### src/rtl/div_arbiter_if.sv
// Requester request/response channels plus the shared divider handshake.
// slave = arbiter view, master = requesters and divider view.
interface div_arbiter_if #(
  parameter int NREQ  = 4,
  parameter int WIDTH = 8
);
  logic [NREQ-1:0]       req_valid;
  logic [NREQ-1:0]       req_ready;
  logic [NREQ*WIDTH-1:0] req_dividend;
  logic [NREQ*WIDTH-1:0] req_divisor;
  logic [NREQ-1:0]       rsp_valid;
  logic [NREQ-1:0]       rsp_ack;
  logic [WIDTH-1:0]      rsp_quotient;
  logic [WIDTH-1:0]      rsp_remainder;
  logic                  rsp_error;
  logic                  rsp_timeout;
  logic                  div_start;
  logic                  div_abort;
  logic [WIDTH-1:0]      div_dividend;
  logic [WIDTH-1:0]      div_divisor;
  logic                  div_done;
  logic                  div_error;
  logic [WIDTH-1:0]      div_quotient;
  logic [WIDTH-1:0]      div_remainder;

  modport slave (
    input  req_valid, req_dividend, req_divisor, rsp_ack,
           div_done, div_error, div_quotient, div_remainder,
    output req_ready, rsp_valid, rsp_quotient, rsp_remainder, rsp_error, rsp_timeout,
           div_start, div_abort, div_dividend, div_divisor
  );

  modport master (
    output req_valid, req_dividend, req_divisor, rsp_ack,
           div_done, div_error, div_quotient, div_remainder,
    input  req_ready, rsp_valid, rsp_quotient, rsp_remainder, rsp_error, rsp_timeout,
           div_start, div_abort, div_dividend, div_divisor
  );
endinterface

### src/rtl/div_arbiter.sv
// Round-robin sharing of one divider: accept -> START (1 cycle) -> WAIT -> RESP held until owner ack.
// Requesters hold req_valid while busy; divide-by-zero skips the divider and responds the cycle after accept.
module div_arbiter #(
  parameter int NREQ    = 4,
  parameter int WIDTH   = 8,
  parameter int TIMEOUT = 64
) (
  input  logic          clk_i,
  input  logic          rst_ni,
  div_arbiter_if.slave  bus,
  output logic          busy_o
);
  localparam int IW = $clog2(NREQ);
  localparam int CW = $clog2(TIMEOUT + 1);

  typedef enum logic [1:0] {IDLE, START, WAIT, RESP} state_t;

  state_t           state_q;
  logic [IW-1:0]    ptr_q;
  logic [IW-1:0]    owner_q;
  logic [WIDTH-1:0] dvd_q;
  logic [WIDTH-1:0] dvs_q;
  logic [WIDTH-1:0] quo_q;
  logic [WIDTH-1:0] rem_q;
  logic             err_q;
  logic             tmo_q;
  logic             start_q;
  logic [CW-1:0]    cnt_q;
  logic [CW-1:0]    cnt_d;

  logic             win_vld;
  logic [IW-1:0]    win_idx;
  logic [WIDTH-1:0] dvd_sel;
  logic [WIDTH-1:0] dvs_sel;
  logic             expire;

  // Scan from the highest offset down so the lowest offset from ptr wins.
  always_comb begin
    win_vld = 1'b0;
    win_idx = '0;
    for (int k = NREQ - 1; k >= 0; k--) begin
      int idx;
      idx = int'(ptr_q) + k;
      if (idx >= NREQ) idx = idx - NREQ;
      if (bus.req_valid[IW'(idx)]) begin
        win_vld = 1'b1;
        win_idx = IW'(idx);
      end
    end
  end

  always_comb begin
    dvd_sel = '0;
    dvs_sel = '0;
    for (int i = 0; i < NREQ; i++) begin
      if (IW'(i) == win_idx) begin
        dvd_sel = bus.req_dividend[i*WIDTH +: WIDTH];
        dvs_sel = bus.req_divisor[i*WIDTH +: WIDTH];
      end
    end
  end

  assign cnt_d  = cnt_q + 1'b1;
  // Abort fires in the last WAIT cycle, unless the divider finishes in that same cycle.
  assign expire = (state_q == WAIT) && !bus.div_error && !bus.div_done && (cnt_d == CW'(TIMEOUT));

  always_ff @(posedge clk_i or negedge rst_ni) begin
    if (!rst_ni) begin
      state_q <= IDLE;
      ptr_q   <= '0;
      owner_q <= '0;
      dvd_q   <= '0;
      dvs_q   <= '0;
      quo_q   <= '0;
      rem_q   <= '0;
      err_q   <= 1'b0;
      tmo_q   <= 1'b0;
      start_q <= 1'b0;
      cnt_q   <= '0;
    end else begin
      case (state_q)
        IDLE: begin
          if (win_vld) begin
            owner_q <= win_idx;
            dvd_q   <= dvd_sel;
            dvs_q   <= dvs_sel;
            quo_q   <= '0;
            rem_q   <= '0;
            tmo_q   <= 1'b0;
            if (dvs_sel == '0) begin
              err_q   <= 1'b1;
              state_q <= RESP;
            end else begin
              err_q   <= 1'b0;
              start_q <= 1'b1;
              state_q <= START;
            end
          end
        end
        START: begin
          start_q <= 1'b0;
          cnt_q   <= '0;
          state_q <= WAIT;
        end
        WAIT: begin
          if (bus.div_error) begin
            err_q   <= 1'b1;
            state_q <= RESP;
          end else if (bus.div_done) begin
            quo_q   <= bus.div_quotient;
            rem_q   <= bus.div_remainder;
            err_q   <= 1'b0;
            state_q <= RESP;
          end else begin
            cnt_q <= cnt_d;
            if (expire) begin
              err_q   <= 1'b1;
              tmo_q   <= 1'b1;
              state_q <= RESP;
            end
          end
        end
        RESP: begin
          if (bus.rsp_ack[owner_q]) begin
            ptr_q   <= (owner_q == IW'(NREQ - 1)) ? '0 : owner_q + 1'b1;
            state_q <= IDLE;
          end
        end
        default: state_q <= IDLE;
      endcase
    end
  end

  // req_ready is gated by reset so nothing looks acceptable while reset is held.
  assign bus.req_ready     = (rst_ni && state_q == IDLE && win_vld)
                             ? ({{(NREQ-1){1'b0}}, 1'b1} << win_idx) : '0;
  assign bus.rsp_valid     = (state_q == RESP) ? ({{(NREQ-1){1'b0}}, 1'b1} << owner_q) : '0;
  assign bus.rsp_quotient  = quo_q;
  assign bus.rsp_remainder = rem_q;
  assign bus.rsp_error     = err_q;
  assign bus.rsp_timeout   = tmo_q;
  assign bus.div_start     = start_q;
  assign bus.div_abort     = expire;
  assign bus.div_dividend  = dvd_q;
  assign bus.div_divisor   = dvs_q;
  assign busy_o            = (state_q != IDLE);
endmodule

### src/flat_wrapper.sv
// flat-port wrapper written by rule: the top's interface ports become plain ports
module div_arbiter_flat 
#(
  parameter int NREQ    = 4,
  parameter int WIDTH   = 8,
  parameter int TIMEOUT = 64
)
  (clk_i, rst_ni, busy_o, bus_req_valid, bus_req_dividend, bus_req_divisor, bus_rsp_ack, bus_div_done, bus_div_error, bus_div_quotient, bus_div_remainder, bus_req_ready, bus_rsp_valid, bus_rsp_quotient, bus_rsp_remainder, bus_rsp_error, bus_rsp_timeout, bus_div_start, bus_div_abort, bus_div_dividend, bus_div_divisor);
  div_arbiter_if #(.NREQ(NREQ), .WIDTH(WIDTH)) bus_i ();
  input  logic clk_i;
  input  logic rst_ni;
  output logic busy_o;
  input wire logic [$bits(bus_i.req_valid)-1:0] bus_req_valid;
  input wire logic [$bits(bus_i.req_dividend)-1:0] bus_req_dividend;
  input wire logic [$bits(bus_i.req_divisor)-1:0] bus_req_divisor;
  input wire logic [$bits(bus_i.rsp_ack)-1:0] bus_rsp_ack;
  input wire logic [$bits(bus_i.div_done)-1:0] bus_div_done;
  input wire logic [$bits(bus_i.div_error)-1:0] bus_div_error;
  input wire logic [$bits(bus_i.div_quotient)-1:0] bus_div_quotient;
  input wire logic [$bits(bus_i.div_remainder)-1:0] bus_div_remainder;
  output wire logic [$bits(bus_i.req_ready)-1:0] bus_req_ready;
  output wire logic [$bits(bus_i.rsp_valid)-1:0] bus_rsp_valid;
  output wire logic [$bits(bus_i.rsp_quotient)-1:0] bus_rsp_quotient;
  output wire logic [$bits(bus_i.rsp_remainder)-1:0] bus_rsp_remainder;
  output wire logic [$bits(bus_i.rsp_error)-1:0] bus_rsp_error;
  output wire logic [$bits(bus_i.rsp_timeout)-1:0] bus_rsp_timeout;
  output wire logic [$bits(bus_i.div_start)-1:0] bus_div_start;
  output wire logic [$bits(bus_i.div_abort)-1:0] bus_div_abort;
  output wire logic [$bits(bus_i.div_dividend)-1:0] bus_div_dividend;
  output wire logic [$bits(bus_i.div_divisor)-1:0] bus_div_divisor;
  assign bus_i.req_valid = bus_req_valid;
  assign bus_i.req_dividend = bus_req_dividend;
  assign bus_i.req_divisor = bus_req_divisor;
  assign bus_i.rsp_ack = bus_rsp_ack;
  assign bus_i.div_done = bus_div_done;
  assign bus_i.div_error = bus_div_error;
  assign bus_i.div_quotient = bus_div_quotient;
  assign bus_i.div_remainder = bus_div_remainder;
  assign bus_req_ready = bus_i.req_ready;
  assign bus_rsp_valid = bus_i.rsp_valid;
  assign bus_rsp_quotient = bus_i.rsp_quotient;
  assign bus_rsp_remainder = bus_i.rsp_remainder;
  assign bus_rsp_error = bus_i.rsp_error;
  assign bus_rsp_timeout = bus_i.rsp_timeout;
  assign bus_div_start = bus_i.div_start;
  assign bus_div_abort = bus_i.div_abort;
  assign bus_div_dividend = bus_i.div_dividend;
  assign bus_div_divisor = bus_i.div_divisor;
  div_arbiter #(.NREQ(NREQ), .WIDTH(WIDTH), .TIMEOUT(TIMEOUT)) u_core (.clk_i(clk_i), .rst_ni(rst_ni), .bus(bus_i), .busy_o(busy_o));
endmodule
### config.mk
export PLATFORM = sky130hd
export DESIGN_NAME = div_arbiter_flat
export DESIGN_NICKNAME = d
export VERILOG_FILES = /design/src/rtl/div_arbiter_if.sv /design/src/rtl/div_arbiter.sv /design/src/flat_wrapper.sv
export SDC_FILE = /design/constraint.sdc
export NUM_CORES = 1
export LEC_CHECK = 0
export ABC_AREA = 1
export CAP_MARGIN = 20
export CORE_AREA = 10 10 97 99
export DETAILED_ROUTE_END_ITERATION = 10
export DIE_AREA = 0 0 107 109
export HOLD_SLACK_MARGIN = 0.05
export PLACE_DENSITY_LB_ADDON = 0.1
export SYNTH_ARGS = -nofsm -noshare
export SYNTH_HDL_FRONTEND = slang
export SYNTH_SLANG_ARGS = --single-unit
### constraint.sdc
create_clock -name clk_i -period 2.65 [get_ports clk_i]
set_clock_uncertainty 0.2 [all_clocks]
set_input_delay 0.265 -clock clk_i [delete_from_list [all_inputs] [get_ports clk_i]]
set_output_delay 0.265 -clock clk_i [all_outputs]
set_load 0.01 [all_outputs]
**After elaboration in Yosys (flattened, before gate mapping)**

Index checks and enable logic that the tools add are counted.

- Word-level logic and storage cells: 136
- Output and inout bits: 45
- Register bits: 48

- Reductions and logical operators: 22
- Add/sub/neg operators: 9
- Mux-type cells: 67
- $lt $le $gt $ge: 9
- Equal/unequal tests: 16
- Shifts and indexed selects: 2

Operator list:

| operator | count |
|---|---|
| $mux 8 | 13 |
| $pmux 8 s2 | 2 |
| $mux 2 | 15 |
| $mux 1 | 23 |
| $lt 2x4->1 const B | 4 |
| $mux 7 | 2 |
| $pmux 7 s2 | 1 |
| $reduce_and 3->1 | 4 |
| $bmux 1 s2 | 5 |
| $ne 2x2->1 const B | 5 |
| $ge 3x3->1 const B | 3 |
| $logic_not 8->1 | 1 |
| $mux 4 | 2 |
| $pmux 2 s4 | 1 |
| $reduce_bool 2->1 | 4 |
| $shl 1x2->4 const A | 2 |
| $sub 2x1->2 const B | 4 |
| $add 7x1->7 const B | 1 |
| $eq 7x7->1 const B | 1 |
| $add 2x2->3 const B | 2 |
| $eq 2x2->1 const B | 3 |
| $pmux 1 s2 | 3 |
| $logic_and 1x1->1 | 5 |
| $reduce_and 5->1 | 1 |
| 13 further kinds | 18 |

**Longest topological paths before layout**

- Depth after elaboration: 19
- Mapped depth: 22

**Worst setup path before layout**

No wires, ideal clock.

- Kind: reg2out
- Start: register u_core.ptr_q[0]
- End: output bus_req_ready[2]
- Arrival time: 1802 ps
- Stages on the path, launching flop included: 14
- Buffers on the path: 2
- Required time: 2185 ps
- Setup slack: 383 ps
- Path through: dfrtp_1 buf_6 inv_8 nand2_1 nand2_1 nand2_2 nand2_2 inv_1 nand2_1 nor3_1 nor2_1 clkbuf_1 nand2_1 nor3_1

- Word-level cells in the longest chain between the ends: 12

RTL lines:

| item | line | text |
|---|---|---|
| from (decl) | div_arbiter.sv:19 | `logic [IW-1:0] ptr_q;` |
| from (signal assigned) | div_arbiter.sv:125 | `ptr_q <= (owner_q == IW'(NREQ - 1)) ? '0 : owner_q + 1'b1;` |
| $add 2x2->3 | div_arbiter.sv:43 | `idx = int'(ptr_q) + k;` |
| $ge 3x3->1 or $sub 2x1->2 (tied branches) | div_arbiter.sv:44 | `if (idx >= NREQ) idx = idx - NREQ;` |
| $mux 2 | div_arbiter.sv:44 |  |
| $bmux 1 s2 | div_arbiter.sv:45 | `if (bus.req_valid[IW'(idx)]) begin` |
| $mux 1 (not written as such) (2 in series) | div_arbiter.sv:45 |  |
| $mux 2 or $mux 1 (tied branches) (4 in series) | div_arbiter.sv:45 |  |
| $shl 1x2->4 or $logic_and 1x1->1 (tied branches) | div_arbiter.sv:136, div_arbiter.sv:135 |  |
| $mux 4 * | div_arbiter.sv:136 | `? ({{(NREQ-1){1'b0}}, 1'b1} << win_idx) : '0;` |
| to (decl) | flat_wrapper.sv:21 | `output wire logic [$bits(bus_i.req_ready)-1:0] bus_req_ready;` |

Every way passes the cells marked *; elsewhere a longest branch is shown, timed or not. The select of a mux whose other input is x is not followed.

**Worst setup path after layout**

- Start: register u_core.cnt_q[1]
- End: output bus_div_abort

- Word-level cells in the longest chain between the ends: 3

RTL lines:

| item | line | text |
|---|---|---|
| from (decl) | div_arbiter.sv:28 | `logic [CW-1:0] cnt_q;` |
| from (signal assigned) | div_arbiter.sv:115 | `cnt_q <= cnt_d;` |
| $add 7x1->7 | div_arbiter.sv:63 | `assign cnt_d = cnt_q + 1'b1;` |
| $eq 7x7->1 | div_arbiter.sv:65 | `assign expire = (state_q == WAIT) && !bus.div_error && !bus.div_done && (cnt_d == CW'(TIMEOUT));` |
| $logic_and 1x1->1 | div_arbiter.sv:65 |  |
| to (decl) | flat_wrapper.sv:28 | `output wire logic [$bits(bus_i.div_abort)-1:0] bus_div_abort;` |

Every way passes these cells.

==> flow_summary.yaml <==
yosys:
  netlist_instances: 415
  synth.cell_area_um2: 3040
  ys_warn_count: 0
  syn_avg_cell_area_um2: 7.32
  ys_seq_area_share_pct: 39.6
  syn_nets: 517
  synth.distinct_cells: 33
  synth-seq-cells: 48
floorplan:
  pin_count: 137
  die_h_um: 109
  core_um2: 7530
  rows: 32
  initial_utilization_pct: 40.3
  fp.dieArea_um2: 11700
  die_x_um: 107
sta:
  tns_ns: 0
  fin_crit_sh_pct: 94.6
  slew_viol_final: 0
  hold_viol_final: 0
  min_period_ns: 2.51
  report.final.setup_viol: 0
  rsz0062_at_grt: "true"
  fmax_ghz: 0.399
  tightest_slew_ns: 0.628
  max_slew_margin_pct: 58.1
worst_setup_path:
  critPathMaxFanout: 4
  start_kind: "register"
  critPathTopFamily: "simple AND/OR/NAND/NOR gates"
  ff2ff_setup_slack_ns: 0.18
  critPathMaxStageDelay_ns: 0.42
  arrival_ns: 2.04
  cpMaxStageDelayCell: "dfrtp_1"
  critical_path_class: "reg -> out"
  crit_cells: 8
  critPathCaptureType: "primary output"
  critPathRequiredTime_ns: 2.18
  cp-startpoint: "u_core.cnt_q[1]"
  r2r_end: "u_core.bus.div_start"
  crit_buf_inv: 1
  crit_end: "bus_div_abort"
  cp_cell_sequence: "ha_1 -> nand3_1 -> xor2_1 -> nand2_1 -> nor2_1 -> nand4_1 -> nor2_2 -> clkdlybuf4s15_1"
  r2r-start: "u_core.ptr_q[0]"
  reg2reg_depth: 19
run_status:
  outcome: "completed"
clock_network:
  tritoncts: "yes"
  ctsRootBufferMaster: "clkbuf_8"
  htreeDepth: 2
  clk_pin_slew_ns: 0.09
  cts_buffers: 5
  clk_path_buf_depth: 2
  clock_latency_ns: 0.30
  clock_sinks: 48
pwr:
  power.density_nw_per_um2: 1260
  leakagePower_nw: 2.29
  p_total_mw: 6.14
  ir_drop_mv: 1.17
drt:
  drt_iter0_markers: 160
  dr.pass1.iters: 5
  routed_wl_um: 9650
  drc: 0
  ant_nets: 0
  vias: 3242
  via_per_inst: 4.75
  wl_per_cell_um: 14.1
final_layout:
  area_delta_synth_final_pct: 60.1
  nets: 682
  final_common_cell: "clkdlybuf4s50_1"
  diodes: 0
  drive_above_1_share_pct: 15.5
  layout_common_cells: "clkdlybuf4s50_1, nand2_1, dfrtp_1"
global_routing:
  grt_max_degree: 49
  grt_usage_pct: 16.0
  overflow: 0
  grt_pass1_wl_um: 15300
  antenna_found_initial: 0
  grt_pass1_vias: 3168
place:
  io_buffers: 136
  dp_hpwl_um: 7830
  gp_congestion: 0.836
worst_hold_path:
  worstHoldPathType: "reg -> reg"
flow_run:
  cap_violations: 0
## flip-flops by register name (all words and copies together), names as in the netlist
signal                    flops
u_core.bus.rsp_remainder      8
u_core.state_q                2
u_core.ptr_q                  2
u_core.bus.div_start          1
u_core.owner_q                2
u_core.bus.div_dividend       8
u_core.bus.rsp_error          1
u_core.cnt_q                  7
u_core.bus.div_divisor        8
u_core.bus.rsp_timeout        1
u_core.bus.rsp_quotient       8
## where the power goes
group          switching (mW)  internal (mW)  total (mW)
Clock                   0.251          0.279       0.530
Combinational            2.35           1.99        4.34
Sequential              0.206           1.06        1.27
## area by class of cell
cell class,count,area [µm²]
flip-flops and latches,48,1200
repair buffers,170,1620
well taps,102,128
inverters,45,176
clock buffers,5,68.8
multi-input cells,310,1620
fillers,689,2670
clock inverters,3,42.5
## cells by family after synthesis
| family | Yosys count | share of synthesized area (%) |
|---|---|---|
| buf+inv | 57 | 8.24 |
| fa+ha+maj | 10 | 4.12 |
| flops | 48 | 39.6 |
| compound gates | 69 | 13.4 |
| xor+xnor | 4 | 1.15 |
| simple gates | 227 | 33.6 |
## worst min-delay path by stage
stage,start,endpoint,slack (ns),cells after the start
floorplan,rst_ni,u_core.bus.div_dividend[0],-0.23,0
global placement,u_core.bus.div_divisor[5],u_core.bus.div_divisor[5],0.27,2
detailed placement,u_core.bus.div_dividend[2],u_core.bus.div_dividend[2],0.27,2
CTS,u_core.bus.div_dividend[2],u_core.bus.div_dividend[2],0.30,2
global route,u_core.bus.rsp_remainder[1],u_core.bus.rsp_remainder[1],0.32,2
finish,u_core.bus.rsp_remainder[3],u_core.bus.rsp_remainder[3],0.29,2
## layer usage
layer  GRT usage (%)  share of wire, %  vias up
li1                -                 -     1665
met1            19.6                44     1474
met2            26.8                49       97
met3            4.78               6.3        6
met4            4.26               1.0        0
met5               0                 0        -
## metrics by stage
step           utilization (%)  instances  setup WS (ns)  hold WS [ns]  instance area, µm²
3_5_place_dp              61.8        664         -0.160         0.274                4650
2_1_floorplan                -        415          0.383        -0.231                3040
6_report                  64.6        683          0.144         0.292                4860
4_1_cts                   63.5        673         0.0503         0.296                4780
3_3_place_gp              61.8        664        -0.0815         0.266                4650
5_1_grt                   64.6        683        -0.0765         0.321                4860
## worst min-delay path, delay by kind of cell (launching register included)
kind / cells / cell delay, ns
flops: 1 / 0.35
simple gates: 1 / 0.05
compound gates: 1 / 0.06
## what timing repair did
action	4_1_cts	5_1_grt
buffers inserted	0	10
hold endpoints to repair	48	0
pin swaps	0	9
cloned	0	0
hold buffers	1	0
endpoints found under the setup margin	5	9
resized for setup	9	17
## cell usage after synthesis
master	count	area share [%]
buf_2	2	0.33
nor2_4	1	0.37
o22ai_1	3	0.62
a21boi_1	1	0.25
a221oi_1	1	0.29
nor2_2	5	1.0
nand3_2	5	1.6
o21ai_0	37	6.1
nand2_8	1	0.66
a32o_1	1	0.33
nand2_2	14	2.9
a21boi_2	1	0.37
inv_1	42	5.2
or2_1	1	0.21
inv_8	1	0.37
nand4_1	4	0.82
a22o_1	8	2.3
nor2_1	38	4.7
nor3_1	5	0.82
ha_1	10	4.1
buf_8	1	0.49
a31oi_1	7	1.4
nand3_1	22	3.6
xor2_1	2	0.58
nand3b_1	1	0.25
clkbuf_1	7	0.87
inv_2	2	0.25
xnor2_1	2	0.58
dfrtp_1	48	40
buf_6	2	0.74
nand2_1	128	16
a21oi_1	10	1.6
nand2_4	2	0.74
(Power assumes the default switching activity.)
